<file path="config.mk">
export PLATFORM = sky130hd
export DESIGN_NAME = button_event_queue_flat
export DESIGN_NICKNAME = d
export VERILOG_FILES = /design/src/rtl/button_event_queue_if.sv /design/src/rtl/button_event_queue.sv /design/src/flat_wrapper.sv
export SDC_FILE = /design/constraint.sdc
export NUM_CORES = 1
export LEC_CHECK = 0
export ABC_CLOCK_PERIOD_IN_PS = 5280
export BUFFER_PORTS_ARGS = -buffer_cell sky130_fd_sc_hd__buf_2
export CORE_ASPECT_RATIO = 1.2
export CORE_MARGIN = 8
export CORE_UTILIZATION = 52
export CTS_CLUSTER_SIZE = 8
export DETAILED_ROUTE_END_ITERATION = 10
export GPL_ROUTABILITY_DRIVEN = 0
export PLACE_DENSITY = 0.72
export SLEW_MARGIN = 20
export SYNTH_ARGS = -nofsm -noshare
export SYNTH_HDL_FRONTEND = slang
export SYNTH_SLANG_ARGS = --single-unit
</file>
<file path="constraint.sdc">
create_clock -name clock -period 5.28 [get_ports clock]
set_clock_uncertainty 0.05 [all_clocks]
set_input_delay 0.264 -clock clock [delete_from_list [all_inputs] [get_ports clock]]
set_output_delay 0.264 -clock clock [all_outputs]
set_load 0.01 [all_outputs]
</file>
<file path="src/rtl/button_event_queue_if.sv">
// Processor-facing signal bundle for the button event queue: raw button pins,
// address-7 poll strobe, read data and queue occupancy.
interface button_event_queue_if #(
    parameter int FIFO_DEPTH = 4
);
    logic                             red_button;
    logic                             blue_button;
    logic                             green_button;
    logic                             yellow_button;
    logic                             poll;
    logic [31:0]                      button_out;
    logic [$clog2(FIFO_DEPTH+1)-1:0]  count;

    modport master (
        output red_button, blue_button, green_button, yellow_button, poll,
        input  button_out, count
    );

    modport slave (
        input  red_button, blue_button, green_button, yellow_button, poll,
        output button_out, count
    );
endinterface

</file>
<file path="src/rtl/button_event_queue.sv">
// Debounces the four game buttons, turns presses into 2-bit color events and
// queues them for the processor, which pops one event per address-7 access.
module button_event_queue #(
    parameter int DEBOUNCE_CYCLES = 500000,
    parameter int FIFO_DEPTH      = 4,
    parameter int CNT_W           = 19
) (
    input logic                 clock,
    input logic                 reset,
    button_event_queue_if.slave bus
);
    localparam int PTR_W = $clog2(FIFO_DEPTH);
    localparam int OCC_W = $clog2(FIFO_DEPTH + 1);
    localparam logic [CNT_W-1:0] CNT_LAST = CNT_W'(DEBOUNCE_CYCLES - 1);
    localparam logic [OCC_W-1:0] OCC_FULL = OCC_W'(FIFO_DEPTH);

    // Button vectors are indexed red=0, blue=1, green=2, yellow=3 (= color code)
    logic [3:0]       raw;
    logic [3:0]       sync1;
    logic [3:0]       sync2;
    logic [3:0]       stable;
    logic [3:0]       flip;
    logic [3:0]       rise;
    logic [CNT_W-1:0] db_cnt [4];

    logic             ev_valid;
    logic             ev_multi;
    logic [1:0]       ev_color;

    logic [1:0]       mem [FIFO_DEPTH];
    logic [PTR_W-1:0] wr_ptr;
    logic [PTR_W-1:0] rd_ptr;
    logic [OCC_W-1:0] occ;
    logic             overflow;
    logic             poll_d;
    logic [31:0]      hold;

    logic             empty;
    logic             full;
    logic             pop_edge;
    logic             do_pop;
    logic             do_push;
    logic             ovf_set;
    logic [31:0]      head_view;

    always_comb begin
        raw = {bus.yellow_button, bus.green_button, bus.blue_button, bus.red_button};
    end

    always_comb begin
        flip = '0;
        for (int unsigned i = 0; i < 4; i++) begin
            flip[i] = (sync2[i] != stable[i]) && (db_cnt[i] == CNT_LAST);
        end
        rise = flip & sync2;
    end

    always_ff @(posedge clock or negedge reset) begin
        if (!reset) begin
            sync1  <= '0;
            sync2  <= '0;
            stable <= '0;
            for (int unsigned i = 0; i < 4; i++) begin
                db_cnt[i] <= '0;
            end
        end else begin
            sync1 <= raw;
            sync2 <= sync1;
            for (int unsigned i = 0; i < 4; i++) begin
                if (sync2[i] == stable[i]) begin
                    db_cnt[i] <= '0;
                end else if (flip[i]) begin
                    db_cnt[i] <= '0;
                    stable[i] <= ~stable[i];
                end else begin
                    db_cnt[i] <= db_cnt[i] + CNT_W'(1);
                end
            end
        end
    end

    // Lowest index wins; any extra simultaneous press counts as an overflow
    always_comb begin
        ev_valid = |rise;
        ev_multi = |(rise & (rise - 4'd1));
        if (rise[0])      ev_color = 2'd0;
        else if (rise[1]) ev_color = 2'd1;
        else if (rise[2]) ev_color = 2'd2;
        else if (rise[3]) ev_color = 2'd3;
        else              ev_color = 2'd0;
    end

    always_comb begin
        empty     = (occ == '0);
        full      = (occ == OCC_FULL);
        pop_edge  = bus.poll && !poll_d;
        do_pop    = pop_edge && !empty;
        // A same-edge pop frees the slot, so a full queue still accepts the push
        do_push   = ev_valid && (!full || do_pop);
        ovf_set   = ev_multi || (ev_valid && !do_push);
        head_view = empty ? {overflow, 31'b0}
                          : {overflow, 28'b0, 1'b1, mem[rd_ptr]};
    end

    always_ff @(posedge clock or negedge reset) begin
        if (!reset) begin
            for (int unsigned i = 0; i < FIFO_DEPTH; i++) begin
                mem[i] <= '0;
            end
            wr_ptr   <= '0;
            rd_ptr   <= '0;
            occ      <= '0;
            overflow <= 1'b0;
            poll_d   <= 1'b0;
            hold     <= '0;
        end else begin
            poll_d <= bus.poll;
            if (do_push) begin
                mem[wr_ptr] <= ev_color;
                wr_ptr      <= wr_ptr + PTR_W'(1);
            end
            if (do_pop) begin
                rd_ptr <= rd_ptr + PTR_W'(1);
            end
            case ({do_push, do_pop})
                2'b10:   occ <= occ + OCC_W'(1);
                2'b01:   occ <= occ - OCC_W'(1);
                default: occ <= occ;
            endcase
            if (pop_edge) begin
                hold <= head_view;
            end
            // Clear only once the flag has actually been reported to the reader
            if (ovf_set) begin
                overflow <= 1'b1;
            end else if (pop_edge && overflow) begin
                overflow <= 1'b0;
            end
        end
    end

    always_comb begin
        bus.button_out = (bus.poll && poll_d) ? hold : head_view;
        bus.count      = occ;
    end
endmodule
</file>
<file path="src/flat_wrapper.sv">
// flat-port wrapper written by rule: the top's interface ports become plain ports
module button_event_queue_flat 
#(
    parameter int DEBOUNCE_CYCLES = 500000,
    parameter int FIFO_DEPTH      = 4,
    parameter int CNT_W           = 19
)
  (clock, reset, bus_red_button, bus_blue_button, bus_green_button, bus_yellow_button, bus_poll, bus_button_out, bus_count);
  button_event_queue_if #(.FIFO_DEPTH(FIFO_DEPTH)) bus_i ();
  input logic clock;
  input logic reset;
  input wire logic [$bits(bus_i.red_button)-1:0] bus_red_button;
  input wire logic [$bits(bus_i.blue_button)-1:0] bus_blue_button;
  input wire logic [$bits(bus_i.green_button)-1:0] bus_green_button;
  input wire logic [$bits(bus_i.yellow_button)-1:0] bus_yellow_button;
  input wire logic [$bits(bus_i.poll)-1:0] bus_poll;
  output wire logic [$bits(bus_i.button_out)-1:0] bus_button_out;
  output wire logic [$bits(bus_i.count)-1:0] bus_count;
  assign bus_i.red_button = bus_red_button;
  assign bus_i.blue_button = bus_blue_button;
  assign bus_i.green_button = bus_green_button;
  assign bus_i.yellow_button = bus_yellow_button;
  assign bus_i.poll = bus_poll;
  assign bus_button_out = bus_i.button_out;
  assign bus_count = bus_i.count;
  button_event_queue #(.DEBOUNCE_CYCLES(DEBOUNCE_CYCLES), .FIFO_DEPTH(FIFO_DEPTH), .CNT_W(CNT_W)) u_core (.clock(clock), .reset(reset), .bus(bus_i));
endmodule
</file>
==> out/summary.txt, run 1 <==
Vias in the first global route: 3783
Global route total overflow: 0
Synth Instances: 559
Vias per cell: 5.19
CP Class: reg2reg
Input/output buffers: 13
Fin crit period: 2.67 ns
Antenna violations before repair: 0
Synth-to-Final Area Change: 7.21%
Resized cells post-CTS: 0
#FFs+latches synth: 109
Vias post-DR: 3692
Final setup vio count: 0
Post CTS Setup Buffer Count: 0
RR Startpoint: u_core.db_cnt[24]
TritonCTS Sinks: 109
HPWL after detailed placement: 7210 um
Max VDD drop: 165 uV
Worst path arrival time: 2.88 ns
GRT Util Overall: 14.4%
Detailed-route DRC error count: 0
Hold Path Class: reg2reg
Max frequency: 374 MHz
Critical Path End Type: register
CTS tree: built
IO Pins: 42
Initial detailed-routing violation count: 137
Post-synth EDFFs: 0
Cell row count: 41
Syn_area_per_cell: 10.1 sq um
Fin cells: 711
Largest net degree at the start of global routing: 66
Tot Pwr: 1.72 mW
First-pass GRT wire length: 17300 um
Total core area: 10500 sq um
Chip height: 130 um
Clock Tree Buf Depth: 2
Initial Util: 53.5%
WL final: 9810 um
Critical Path Source: u_core.db_cnt[24]
R2r setup slk: 2.61 ns
Ant. Diodes: 0
Max H-tree Level: 3
Measured slew at the worst slew-check pin: 0.894 ns
Share of the synthesized area in the top cell type: 48.5%
Worst slack, placed: 2.60 ns
Setup ws final: 2.61 ns
Hold Startpoint: u_core.sync1[0]
Post-synth top flop: dfrtp_1
Inst Count DP: 690
Die W: 111 um
Final slew viol count: 0
Final Hold Viols: 0
Final net count: 595
Startpoint types: register
Syn Std Cell Area: 5620 sq um
Cell variety after synth: 50
Setup TNS: 0 ns
Lkg Pwr: 2.63 nW
Fin crit share: 50.6%
Crit path required time: 5.49 ns
Synth async-reset ratio: 100%
End-of-flow core utilization: 57.3%
Synth top area cells: dfrtp_1, nor2_1, xor2_1, xnor2_1, buf_4
Wire per inst: 13.8 um
CP Max Fanout: 6
Layout cell share with drive strength beyond 1: 9.11%
Router iterations before antenna repair: 4
Synth cell count leaders: dfrtp_1, nor2_1, nand2_1, xor2_1, xnor2_1
Root Driver: clkbuf_16
Max_slew headroom: 39.8%
Post-synth top area cell: dfrtp_1
Final ANT Viol Nets: 0
Die area: 14400 sq um
Worst-path clk slew: 0.07 ns
Synth warn: 0
Sequential share of the synthesized area: 48.5%
RSZ-0062 raised after global routing: false
Top-count cell post-synth: dfrtp_1
Total CTS buffers: 9
Clock Latency Late Sink: 0.34 ns
Status: completed
Maxcap violations: 0
Pwr dens: 285 nW/um^2
## per-layer routing
layer  vias to the layer above  part of all wire [%]  track usage, %
met1                      1776                    44            16.6
met2                        54                    50            24.3
met4                         0                   2.4            6.85
met5                         -                     0               0
met3                        16                   4.0            4.27
li1                       1846                     -               -
## registers in the layout, indices dropped and copies added, names as in the netlist
signal            flops
u_core.db_cnt        76
u_core.rd_ptr         2
u_core.overflow       1
u_core.mem            8
u_core.sync2          4
u_core.hold           4
u_core.sync1          4
u_core.poll_d         1
u_core.stable         4
u_core.bus.count      3
u_core.wr_ptr         2
## placed cells by master (no fill, tap or decap), types with 2 or more instances in the layout
| cell | Yosys | routed |
|---|---|---|
| nor2_1 | 97 | 97 |
| nor3_1 | 12 | 12 |
| clkbuf_16 | 0 | 9 |
| dfrtp_1 | 109 | 109 |
| nand4_1 | 18 | 18 |
| nor2b_1 | 7 | 7 |
| mux4_2 | 2 | 2 |
| conb_1 | 1 | 28 |
| and4_1 | 8 | 8 |
| buf_2 | 1 | 12 |
| mux2i_1 | 9 | 9 |
| and3_1 | 8 | 8 |
| nor4b_1 | 3 | 3 |
| and2_1 | 10 | 10 |
| nand3_1 | 29 | 29 |
| nor4_1 | 4 | 4 |
| o21ai_0 | 6 | 6 |
| nand2b_1 | 2 | 2 |
| mux2_2 | 7 | 7 |
| dlygate4sd3_1 | 0 | 6 |
| or3_1 | 4 | 4 |
| xnor2_1 | 38 | 38 |
| nand2_1 | 40 | 40 |
| clkbuf_1 | 6 | 4 |
| nand4b_1 | 2 | 2 |
| or2_2 | 6 | 6 |
| or4b_2 | 3 | 3 |
| xor2_1 | 40 | 40 |
| buf_4 | 30 | 2 |
| inv_1 | 23 | 23 |
| a21oi_2 | 4 | 4 |
| or4_1 | 2 | 2 |
| ha_1 | 9 | 9 |
## worst paths after layout
path                                        to  cells past startpoint
setup / recovery           u_core.bus.count[1]                      9
hold / removal                 u_core.sync2[0]                      0
setup reg to reg           u_core.bus.count[1]                      9
hold reg to reg                u_core.sync2[0]                      0
max in group asynchronous     u_core.db_cnt[2]                      3
min in group asynchronous        u_core.poll_d                      2
## critical path, stage by stage (launching register included)
cell	delay, ns
dfrtp_1	0.44
or4b_2	0.75
nor3_1	0.16
nand3_1	0.10
nand4_1	0.13
nand2_1	0.07
ha_1	0.23
inv_1	0.08
fa_1	0.40
mux2i_1	0.17
## power by group
part	leakage [nW]	internal [mW]	switching [mW]	total [mW]
combinational	1.06	0.0689	0.103	0.172
sequential	1.43	0.872	0.0354	0.907
clock	0.134	0.365	0.274	0.639
## cell type report
| class | count | area [sq um] |
|---|---|---|
| fill | 892 | 4490 |
| clock buffer | 13 | 240 |
| tap | 129 | 161 |
| timing repair buffer | 20 | 135 |
| clock inverter | 2 | 35.0 |
| multi-input combinational | 415 | 2640 |
| inverter | 23 | 86.3 |
| sequential | 109 | 2730 |
## through the flow
| step | area, sq um | hold slack (ns) |
|---|---|---|
| final | 6030 | 0.314 |
| after floorplan | 5720 | -0.0816 |
| after global placement | 5690 | 0.238 |
| after detailed placement | 5690 | 0.243 |
| after global routing | 6030 | 0.326 |
| after CTS | 6030 | 0.317 |
## cell families after synthesis
| logic type | share of synthesized area, % |
|---|---|
| AO/OA/AOI/OAI | 2.72 |
| XOR/XNOR | 12.2 |
| adder cells (fa/ha/maj) | 2.54 |
| buffers and inverters | 6.30 |
| flip-flops | 48.5 |
| multiplexers | 4.01 |
| other | 0.0667 |
| AND/OR/NAND/NOR | 23.7 |
## timing repair
| action | 4_1_cts | 5_1_grt |
|---|---|---|
| hold endpoints to repair | 49 | 0 |
| hold buffers | 6 | 0 |
| endpoints found under the setup margin | 0 | 0 |
(Power assumes the default switching activity.)
==> inputs of run 2 (changes only) <==
--- a/config.mk
+++ b/config.mk
@@ -5,7 +5,7 @@
 export SDC_FILE = /design/constraint.sdc
 export NUM_CORES = 1
 export LEC_CHECK = 0
-export ABC_CLOCK_PERIOD_IN_PS = 5280
+export ABC_CLOCK_PERIOD_IN_PS = 2200
 export BUFFER_PORTS_ARGS = -buffer_cell sky130_fd_sc_hd__buf_2
 export CORE_ASPECT_RATIO = 1.2
 export CORE_MARGIN = 8
@@ -13,7 +13,7 @@
 export CTS_CLUSTER_SIZE = 8
 export DETAILED_ROUTE_END_ITERATION = 10
 export GPL_ROUTABILITY_DRIVEN = 0
-export PLACE_DENSITY = 0.72
+export PLACE_DENSITY = 0.75
 export SLEW_MARGIN = 20
 export SYNTH_ARGS = -nofsm -noshare
 export SYNTH_HDL_FRONTEND = slang
==> constraint.sdc (replaced) <==
create_clock -name clock -period 2.2 [get_ports clock]
set_clock_uncertainty 0.05 [all_clocks]
set_input_delay 0.11 -clock clock [delete_from_list [all_inputs] [get_ports clock]]
set_output_delay 0.11 -clock clock [all_outputs]
set_load 0.01 [all_outputs]
==> run 2 against run 1 <==
The run now ends with setup timing left. Register-to-register slack got worse by 2.8 ns. Fmax is 12% higher. Hold slack got worse by 0.11 ns. Sequential cell count did not move. Sequential share of layout area fell by 5.7 points. Global-route usage rose by 2.2 points. Combinational power rose to 3.1 times the previous value. Final cell count is 12% higher.
==> out/summary.txt, run 2 (synthesis gave the netlist of run 1 again) <==
CP bufs+invs: 1
Chip height: 130 um
Final Hold Viols: 0
RR Startpoint: u_core.db_cnt[25]
Fin crit share: 108%
Vias per cell: 5.30
Final setup vio count: 11
Crit path required time: 2.39 ns
Antenna violations before repair: 0
Lkg Pwr: 3.12 nW
Total core area: 10500 sq um
GRT Util Overall: 16.6%
Startpoint types: register
RSZ-0062 raised after global routing: true
Wire per inst: 14.6 um
Biggest registers after layout: u_core.db_cnt: 76 flops, u_core.mem: 8 flops
Ant. Diodes: 0
Worst hold slack: 0.201 ns
Initial Util: 53.5%
Cell row count: 41
Final ANT Viol Nets: 0
Status: complete, but fails checks
Critical Path Most Common Cell: xor2_1
TritonCTS Sinks: 109
Input/output buffers: 13
Clock Latency Late Sink: 0.35 ns
Layout cell share with drive strength beyond 1: 23.4%
Largest net degree at the start of global routing: 49
Top Family by Delay on Critical Path: simple AND/OR/NAND/NOR gates
Max incr delay on CP: 0.55 ns
Die area: 14400 sq um
Worst reg2reg path depth: 11
Max_slew headroom: 55.0%
Failing checks: setup timing
Worst path slowest cell: or4_4
Worst path arrival time: 2.57 ns
Measured slew at the worst slew-check pin: 0.668 ns
Maxcap violations: 0
Fin crit period: 2.38 ns
Vias post-DR: 4214
CP Max Fanout: 2
Router iterations before antenna repair: 4
Most frequent cells in the layout: dfrtp_1, nor2_1, buf_4, xor2_1
Detailed-route DRC error count: 0
Synth-to-Final Area Change: 22.6%
Clock Tree Buf Depth: 2
HPWL after detailed placement: 8470 um
Root Driver: clkbuf_16
Setup ws final: -0.177 ns
Commonest non-fill, non-tap cell in the layout: dfrtp_1
Inst Count DP: 768
Pwr dens: 614 nW/um^2
CP Class: reg2reg
Fin cells: 795
Global route total overflow: 0
Max frequency: 421 MHz
Max VDD drop: 360 uV
Placed cell areas: 6360 sq um
First-pass GRT wire length: 19800 um
Largest register FFs: 76
Max H-tree Level: 3
CTS tree: built
CP cell instances: or4_4 -> nor3_2 -> nand3_1 -> nand4_1 -> nand2_1 -> ha_2 -> inv_2 -> fa_2 -> xor2_1 -> nor2_1 -> xor2_1
Final slew viol count: 0
Worst-path clk slew: 0.08 ns
Fill count: 770
Reg2reg end: u_core.bus.count[2]
Die W: 111 um
Initial detailed-routing violation count: 185
Final net count: 678
End-of-flow core utilization: 65.5%
IO Pins: 42
Vias in the first global route: 4359
Setup TNS: -1.38 ns
Largest Register: u_core.db_cnt
Critical Path End Type: register
WL final: 11600 um
R2r setup slk: -0.18 ns
Total CTS buffers: 9
Post-route cell area: 6890 sq um
Hold Path Class: in2async
## run 2: cell types whose count changed in the layout (fill, tap and decap cells not counted), moves of 3 or more
cell        previous run  this run
a21oi_4                0         4
buf_4                  2        74
clkinvlp_4             0         3
a21oi_2                4         0
nor3_1                12         9
buf_12                 0         5
buf_6                  0         4
clkbuf_1               4         1
## run 2: layer usage
metal  vias to the layer above  wire length, um  track usage (%)
met4                         0              256             8.20
met3                        20              441             3.86
met1                      2104             4850             18.7
met5                         -                0                0
li1                       2013                -                -
met2                        77             6070             29.3
## run 2: what timing repair did
item | CTS | global route
pin swaps | 7 | 10
hold buffers | 6 | 0
hold endpoints to repair | 39 | 0
gates resized for setup | 16 | 10
buffers inserted | 1 | 1
endpoints found under the setup margin | 30 | 31
gates cloned | 0 | 3
## run 2: layout make-up
type / count / area, sq um / share of cell area, %
Tap cell: 129 / 161 / 2.34
Sequential cell: 109 / 2730 / 39.6
Multi-Input combinational cell: 415 / 2770 / 40.2
Clock buffer: 10 / 229 / 3.32
Timing Repair Buffer: 103 / 871 / 12.6
Clock inverter: 6 / 48.8 / 0.708
Inverter: 23 / 86.3 / 1.25
## run 2: worst max path at each step
stage                       from                   to  slack (ns)  depth (start not counted)
3_3_place_gp    u_core.stable[1]     u_core.wr_ptr[1]       -0.14                          6
5_1_grt        u_core.db_cnt[52]  u_core.bus.count[2]       -0.28                         11
4_1_cts        u_core.db_cnt[52]  u_core.bus.count[2]       -0.19                         11
2_1_floorplan  u_core.db_cnt[57]  u_core.bus.count[2]       -0.12                         12
6_report       u_core.db_cnt[25]  u_core.bus.count[2]       -0.18                         11
3_5_place_dp   u_core.db_cnt[57]  u_core.bus.count[2]       -0.24                         12
## run 2: power by group
| group | total (mW) | switching, mW | internal, mW |
|---|---|---|---|
| clock | 1.53 | 0.753 | 0.777 |
| sequential | 2.17 | 0.0803 | 2.09 |
| combinational | 0.533 | 0.293 | 0.240 |
## run 2: per-stage QoR
| step | setup slack (ns) | power (mW) |
|---|---|---|
| floorplan | -0.118 | 2.51 |
| global placement | -0.135 | 2.69 |
| detailed placement | -0.241 | 2.71 |
| CTS | -0.193 | 4.25 |
| global route | -0.275 | 4.42 |
| finish | -0.177 | 4.23 |
